[src/rtl/hybrid_link_pkg.sv]
// Shared definitions for the 32-bit hybrid link (transmitter and receiver).
//   link_state_e : transmitter FSM states
//   NXT_B0..B2   : receiver progress codes sent after bytes 0..2
//   byte_parity  : parity bit carried in beat[0] (XOR of the data byte)
//   make_beat    : {byte, parity}; a whole beat always XORs to 0
package hybrid_link_pkg;

  typedef enum logic [2:0] {
    ST_IDLE,
    ST_REQ,
    ST_HOLD,
    ST_WAIT_NXT,
    ST_DONE,
    ST_ERR
  } link_state_e;

  localparam logic [1:0] NXT_B0 = 2'b01;
  localparam logic [1:0] NXT_B1 = 2'b10;
  localparam logic [1:0] NXT_B2 = 2'b11;

  function automatic logic byte_parity(input logic [7:0] b);
    return ^b;
  endfunction

  function automatic logic [8:0] make_beat(input logic [7:0] b);
    return {b, byte_parity(b)};
  endfunction

endpackage

[src/rtl/word_transmitter.sv]
// Sends one 32-bit word over the 9-bit hybrid link bus as four beats,
// MSB byte first, each beat {byte, parity}.
// Ports:
//   clk, rst        : clock, async active-high reset
//   start, data_in  : launch request and word (sampled in IDLE only)
//   ready / ack     : request to the receiver and its acceptance
//   out_bus_9       : current beat, held between updates
//   nxt_data        : receiver progress code after bytes 0/1/2
//   busy, done, err : transfer in flight, success pulse, timeout pulse
// All outputs are registered. One counter serves both beat hold time and
// the ack/progress-code timeout; it saturates instead of wrapping.
module word_transmitter
  import hybrid_link_pkg::*;
#(
  parameter int HOLD_CYCLES = 12,
  parameter int ACK_TIMEOUT = 255
) (
  input  logic        clk,
  input  logic        rst,
  input  logic        start,
  input  logic [31:0] data_in,
  output logic        ready,
  input  logic        ack,
  output logic [8:0]  out_bus_9,
  input  logic [1:0]  nxt_data,
  output logic        busy,
  output logic        done,
  output logic        err
);

  localparam int CNT_MAX = (HOLD_CYCLES > ACK_TIMEOUT) ? HOLD_CYCLES : ACK_TIMEOUT;
  localparam int CW      = $clog2(CNT_MAX) + 1;
  localparam logic [CW-1:0] HOLD_LAST = CW'(HOLD_CYCLES - 1);
  localparam logic [CW-1:0] ACK_LAST  = CW'(ACK_TIMEOUT - 1);

  link_state_e   state;
  logic [31:0]   word;
  logic [1:0]    idx;
  logic [CW-1:0] cnt;

  logic [CW-1:0] cnt_inc;
  logic [1:0]    idx_nxt;
  logic [1:0]    code_exp;
  logic [7:0]    byte_nxt;

  always_comb begin
    cnt_inc  = (cnt == '1) ? cnt : cnt + 1'b1;
    idx_nxt  = idx + 2'd1;
    // Code the receiver sends once it has taken byte idx.
    code_exp = NXT_B2;
    case (idx)
      2'd0:    code_exp = NXT_B0;
      2'd1:    code_exp = NXT_B1;
      default: code_exp = NXT_B2;
    endcase
    byte_nxt = word[31:24];
    case (idx_nxt)
      2'd0:    byte_nxt = word[31:24];
      2'd1:    byte_nxt = word[23:16];
      2'd2:    byte_nxt = word[15:8];
      default: byte_nxt = word[7:0];
    endcase
  end

  always_ff @(posedge clk or posedge rst) begin
    if (rst) begin
      state     <= ST_IDLE;
      word      <= '0;
      idx       <= '0;
      cnt       <= '0;
      ready     <= 1'b0;
      out_bus_9 <= '0;
      busy      <= 1'b0;
      done      <= 1'b0;
      err       <= 1'b0;
    end else begin
      done <= 1'b0;
      err  <= 1'b0;
      case (state)
        ST_IDLE: begin
          if (start) begin
            word  <= data_in;
            busy  <= 1'b1;
            ready <= 1'b1;
            cnt   <= '0;
            state <= ST_REQ;
          end
        end
        ST_REQ: begin
          if (ack) begin
            ready     <= 1'b0;
            idx       <= 2'd0;
            out_bus_9 <= make_beat(word[31:24]);
            cnt       <= '0;
            state     <= ST_HOLD;
          end else if (cnt == ACK_LAST) begin
            // err/busy are updated on entry so the pulse and busy fall
            // appear in the same cycle as the ERR state.
            ready <= 1'b0;
            busy  <= 1'b0;
            err   <= 1'b1;
            state <= ST_ERR;
          end else begin
            cnt <= cnt_inc;
          end
        end
        ST_HOLD: begin
          if (cnt == HOLD_LAST) begin
            cnt <= '0;
            // The last byte gets no acknowledging code; hold expiry ends it.
            if (idx == 2'd3) begin
              busy  <= 1'b0;
              done  <= 1'b1;
              state <= ST_DONE;
            end else begin
              state <= ST_WAIT_NXT;
            end
          end else begin
            cnt <= cnt_inc;
          end
        end
        ST_WAIT_NXT: begin
          if (nxt_data == code_exp) begin
            idx       <= idx_nxt;
            out_bus_9 <= make_beat(byte_nxt);
            cnt       <= '0;
            state     <= ST_HOLD;
          end else if (cnt == ACK_LAST) begin
            ready <= 1'b0;
            busy  <= 1'b0;
            err   <= 1'b1;
            state <= ST_ERR;
          end else begin
            cnt <= cnt_inc;
          end
        end
        // Exit cycles: start is deliberately not looked at here.
        ST_DONE: state <= ST_IDLE;
        ST_ERR:  state <= ST_IDLE;
        default: state <= ST_IDLE;
      endcase
    end
  end

endmodule

[config.mk]
export PLATFORM = sky130hd
export DESIGN_NAME = word_transmitter
export DESIGN_NICKNAME = d
export VERILOG_FILES = /design/src/rtl/hybrid_link_pkg.sv /design/src/rtl/word_transmitter.sv
export SDC_FILE = /design/constraint.sdc
export NUM_CORES = 1
export LEC_CHECK = 0
export ABC_CLOCK_PERIOD_IN_PS = 5000
export CORE_ASPECT_RATIO = 1.4
export CORE_MARGIN = 10
export CORE_UTILIZATION = 57
export DETAILED_ROUTE_END_ITERATION = 10
export GPL_ROUTABILITY_DRIVEN = 0
export PLACE_DENSITY = 0.85
export SLEW_MARGIN = 20
export SYNTH_ARGS = -nofsm -noshare
export SYNTH_HDL_FRONTEND = slang
export SYNTH_SLANG_ARGS = --single-unit
[constraint.sdc]
create_clock -name clk -period 5 [get_ports clk]
set_input_delay 1.25 -clock clk [delete_from_list [all_inputs] [get_ports clk]]
set_output_delay 1.25 -clock clk [all_outputs]
set_load 0.01 [all_outputs]
==> results.md, run 1 <==
* Leak Pwr at 1.67 nW
* Max VDD drop at 384 uV
* H-tree Lvls at 3
* Synth unique cells at 41
* Initial DRC Count at 173
* Mapped Cells at 287
* CTS root buffer: clkbuf_8
* Setup Skew at 0.00481 ns
* Setup TNS at 0 ns
* Die area at 8760 sq um
* Area contributors post-synth: dfrtp_1, mux2_2, mux2i_1, ha_1, a21oi_1
* CTS Buffer Depth at 2
* Clock-pin slew on the worst setup and hold paths at 0.06 ns
* Util after Layout at 0.735
* M1 GR Usage at 0.175
* Drt drc at 0
* Die Ht at 107 um
* Critical path fanouts, max at 13
* Most Used Layer, Global Route: met2
* Crit path launch type: input pin
* GR Util met3 at 0.0426
* CTS Sinks at 59
* Setup-failing EPs final at 0
* Share of the synthesized area in the top cell type at 0.481
* Fill cells at 385
* Design area at 3820 sq um
* Total grt overflow at 0
* # diodes at 0
* Met2 usage at 0.307
* Post-CTS sizing at 0
* Final Power at 2.59 mW
* Buffers on Ports at 50
* Hold Crit Endpoint: ready
* Synthesized flop and latch total at 59
* RR Startpoint: idx[0]
* R2R Setup Slk at 2.49 ns
* Min-delay src: ready
* PwrDens at 677 nW/um^2
* First-pass GRT wire length at 11,900 um
* Crit Path Category: in -> reg
* Synthesized area at 3070 sq um
* Vias/cell at 5.89
* GRT Util Overall at 0.173
* Area delta synth->final at 24.6%
* IO Pins at 51
* Max-Cap Viols at 0
* DRT Pass-1 Iters at 4
* Total core area at 5200 sq um
* Async set-or-reset flop fraction in the synthesized netlist at 1.00
* Slew Limit Fails at 0
* Top_reg_cell synth: dfrtp_1
* YS warnings at 0
* Syn_nets at 334
* Cell with the most instances after synthesis: dfrtp_1
* Hold Path Depth at 1
* Layout Nets at 383
* Die W at 82.0 um
* Measured slew at the worst slew-check pin at 0.731 ns
* DR vias at 2,396
* Post-CTS setup buffer count at 0
* Status: finished clean
* CTS tree: yes
* Worst reg2reg endpoint: cnt[3]
* Worst Hold Class: reg -> reg
* Relative slew slack at 0.512
* DP Area at 3590 sq um
* CP arrival at 3.08 ns
* Final hold slack at 0.499 ns
* RSZ-0062 raised after global routing: no
* Crit path required time at 5.25 ns
* Final period util at 0.565
* TritonCTS buffer count at 9
* Vias in the first global route at 2,589
* Routed Wire Length at 6990 um
* DP Wirelength at 5080 um
* Number of flops mapped to enable cells by yosys at 0
* Crit. End Element: register
* Fmax at 354 MHz
* Initial Utilization at 0.590
* Worst skew pair latency at 0.34 ns
* Cells on worst reg2reg path at 8
* Final min period at 2.83 ns
* Largest net degree at the start of global routing at 42
* Site row count at 31
* Layout cell share with drive strength beyond 1 at 0.150
* Mean post-synth cell area at 10.7 sq um
* Largest area contributor in the netlist: dfrtp_1
* Initial antenna violation count at 0
* Register area share after synthesis at 0.481
* Hold Violations, Final at 0
* Average wire per standard cell at 17.2 um
* Most instantiated cells after synthesis: dfrtp_1, mux2_2, a21oi_1
* Hold buffers post-CTS at 0
* ANT nets after route at 0
==> per-stage QoR <==
step | std cells | setup WS (ns)
finish | 407 | 2.17
global route | 407 | 2.02
CTS | 407 | 2.20
detailed placement | 391 | 1.87
global placement | 391 | 1.96
floorplan | 287 | 2.29
==> worst max-delay path by stage <==
stage                      from      to
floorplan                   rst    busy
global placement    nxt_data[1]  cnt[3]
detailed placement  nxt_data[1]  cnt[3]
CTS                 nxt_data[1]  cnt[3]
global route        nxt_data[1]  cnt[6]
finish              nxt_data[1]  cnt[3]
==> worst max-delay path, stage by stage <==
cell,delay (ns)
clkdlybuf4s50_1,0.41
xor2_1,0.18
a31oi_2,0.34
a2bb2oi_1,0.14
nor2_2,0.36
o21ai_0,0.16
a22oi_1,0.23
==> cell usage in the layout (no fill, tap or decap), types with 2 or more instances in the layout <==
cell type and n:
a21oi_1 21, a222oi_1 8, a31oi_1 2, a41oi_1 2
and3_1 4, and4_1 2, buf_4 3, bufinv_16 2
clkbuf_8 11, clkdlybuf4s50_1 50, dfrtp_1 59, ha_1 9
inv_1 17, mux2_2 24, mux2i_1 17, nand2_1 20
nand2b_1 3, nand3_1 8, nor2_1 19, nor2b_1 3
o211ai_1 2, o21ai_0 19, xnor2_1 12, xor2_1 3
==> flip-flops by register name, indices dropped and copies added (netlist names) <==
register and cells:
state 3, err 1, done 1, cnt 9, word 32, ready 1, idx 2, busy 1
out_bus_9 9
==> logic make-up (layout without fill, tap and decap cells) <==
group	Yosys count	in the layout	synth area share
AO/OA/AOI/OAI	60	60	0.124
XOR/XNOR	16	16	0.0481
flip-flops	59	59	0.481
buffers and inverters	33	87	0.0506
multiplexers	41	41	0.144
adder cells (fa/ha/maj)	9	9	0.0367
AND/OR/NAND/NOR	69	69	0.115
==> power breakdown <==
part	internal, mW	total (mW)	switching, mW
sequential	0.685	0.860	0.175
clock	0.307	0.493	0.186
combinational	0.630	1.23	0.603
==> per-layer routing <==
layer | wire length, um | part of all wire | vias up
met5 | 0 | 0 | -
met4 | 195 | 0.028 | 0
met3 | 331 | 0.047 | 20
met2 | 3880 | 0.55 | 69
met1 | 2590 | 0.37 | 1190
li1 | - | - | 1117
==> final cells by class <==
class	count	area (sq um)	share of cell area
Clock buffer	12	155	0.0406
Clock inverter	4	72.6	0.0190
Inverter	18	67.6	0.0177
Multi-Input combinational cell	195	1440	0.378
Sequential cell	59	1480	0.386
Tap cell	66	82.6	0.0216
Timing Repair Buffer	53	523	0.137
(Power assumes the default switching activity.)
==> run 2: changes to the inputs <==
- ABC_CLOCK_PERIOD_IN_PS: 5000 -> 2860
- CORE_UTILIZATION: 57 -> 53
- PLACE_DENSITY: 0.85 -> 0.8
- clock period: 5 -> 2.86 ns (I/O delays scaled with it)
==> run 2 against run 1 <==
Net effect: utilization fell by 4.5 points; first-iteration DRC count decreased by 31%; routed wire length down 1.3%; die area rose by 5.9%; total power grew 74%; critical path type is now reg -> reg; largest cell class unchanged.
==> results.md, run 2 (synthesis results as in run 1) <==
* Drt drc at 0
* RR Startpoint: idx[0]
* Initial DRC Count at 119
* Hold Path Depth at 1
* CTS Buffer Depth at 2
* CTS Sinks at 59
* DP Area at 3630 sq um
* Util after Layout at 0.690
* Worst reg2reg endpoint: cnt[3]
* Setup-failing EPs final at 0
* RSZ-0062 raised after global routing: no
* Area delta synth->final at 25.2%
* IO Pins at 51
* Most frequent cells in the layout: dfrtp_1, clkdlybuf4s50_1, mux2_2
* Hold buffers post-CTS at 0
* Delay-heaviest family, CP: compound AO/OA/AOI/OAI gates
* Slowest CP cell: ha_1
* Total grt overflow at 0
* Final hold slack at 0.513 ns
* Final setup margin at 0.368 ns
* CTS tree: yes
* Worst-path cell chain: inv_1 -> ha_1 -> xor2_1 -> a31oi_2 -> a2bb2oi_1 -> nor2_2 -> o21ai_0 -> a22oi_1
* Crit. End Element: register
* Layout Nets at 386
* Worst slack, placed at 0.287 ns
* Total core area at 5570 sq um
* Multi-input gate area at 1440 sq um
* Vias in the first global route at 2,578
* Crit Path Category: reg -> reg
* PwrDens at 1170 nW/um^2
* First-pass GRT wire length at 11,700 um
* Register area at 1480 sq um
* DR vias at 2,350
* Top reg by flops: word
* Layout cell share with drive strength beyond 1 at 0.157
* Slew Limit Fails at 0
* Total placed cells including tap cells at 396
* Crit path launch type: register
* Worst Hold Class: reg -> reg
* Fmax at 401 MHz
* TritonCTS buffer count at 9
* Cells on worst reg2reg path at 8
* Max VDD drop at 658 uV
* Initial Utilization at 0.551
* Setup TNS at 0 ns
* GRT Util Overall at 0.154
* Final min period at 2.49 ns
* Die W at 84.3 um
* Initial antenna violation count at 0
* Measured slew at the worst slew-check pin at 0.578 ns
* Final period util at 0.871
* Critical path fanouts, max at 13
* Leak Pwr at 1.68 nW
* Most common cell after layout, fill and taps aside: dfrtp_1
* Biggest registers after layout: word: 32 flops, cnt: 9 flops, out_bus_9: 9 flops
* CTS root buffer: clkbuf_8
* R2R Setup Slk at 0.37 ns
* Max-Cap Viols at 0
* Clock-pin slew on the worst setup and hold paths at 0.07 ns
* Fill cells at 430
* Die Ht at 110 um
* Site row count at 32
* Max FFs per register at 32
* Setup Skew at 0.00520 ns
* Die area at 9270 sq um
* Average wire per standard cell at 16.7 um
* Worst skew pair latency at 0.34 ns
* Routed Wire Length at 6900 um
* Vias/cell at 5.70
* Relative slew slack at 0.614
* CP arrival at 2.75 ns
* Crit path buf inv count at 1
* H-tree Lvls at 3
* DRT Pass-1 Iters at 4
* # diodes at 0
* Crit-path max cell delay at 0.48 ns
* Largest net degree at the start of global routing at 42
* DP Wirelength at 5180 um
* Post-CTS sizing at 0
* Post-CTS setup buffer count at 0
* Design area at 3840 sq um
* Hold Violations, Final at 0
* Min-delay src: word[23]
* Crit path required time at 3.12 ns
* Status: finished clean
* Buffers on Ports at 50
* Final Power at 4.49 mW
* Layout Cells excl Fill at 412
* Hold Crit Endpoint: word[23]
* ANT nets after route at 0
## run 2: cell types whose count changed in the layout (fill, tap and decap cells not counted)
| cell | change |
|---|---|
| clkinv_2 | +3 |
| clkbuf_8 | -2 |
| buf_12 | +1 |
| buf_4 | +2 |
| clkinvlp_4 | -1 |
## run 2: worst max path at each step
stage / start / endpoint / slack, ns / depth (start not counted)
2_1_floorplan: rst / busy / 0.69 / 1
3_3_place_gp: nxt_data[1] / cnt[3] / 0.34 / 7
3_5_place_dp: nxt_data[1] / cnt[3] / 0.29 / 7
4_1_cts: idx[0] / cnt[3] / 0.39 / 8
5_1_grt: idx[0] / cnt[3] / 0.09 / 8
6_report: idx[0] / cnt[3] / 0.37 / 8
## run 2: power breakdown
group	internal (mW)	switching (mW)	total [mW]	leakage, nW
clock network	0.484	0.331	0.815	0.110
logic	1.12	1.05	2.17	0.854
registers	1.20	0.311	1.51	0.718
## run 2: per-layer routing
metal  vias up  track usage  part of all wire  wire, um
li1       1113            -                 -         -
met3        16       0.0330             0.047       326
met2        83        0.282              0.52      3620
met1      1138        0.160              0.41      2800
met4         0       0.0887             0.023       157
met5         -            0                 0         0
## run 2: final cells by class
| cell class | count | share of cell area |
|---|---|---|
| flip-flops and latches | 59 | 0.385 |
| multi-input cells | 195 | 0.376 |
| repair buffers | 56 | 0.145 |
| clock buffers | 10 | 0.0332 |
| well taps | 68 | 0.0222 |
| clock inverters | 6 | 0.0209 |
| inverters | 18 | 0.0176 |
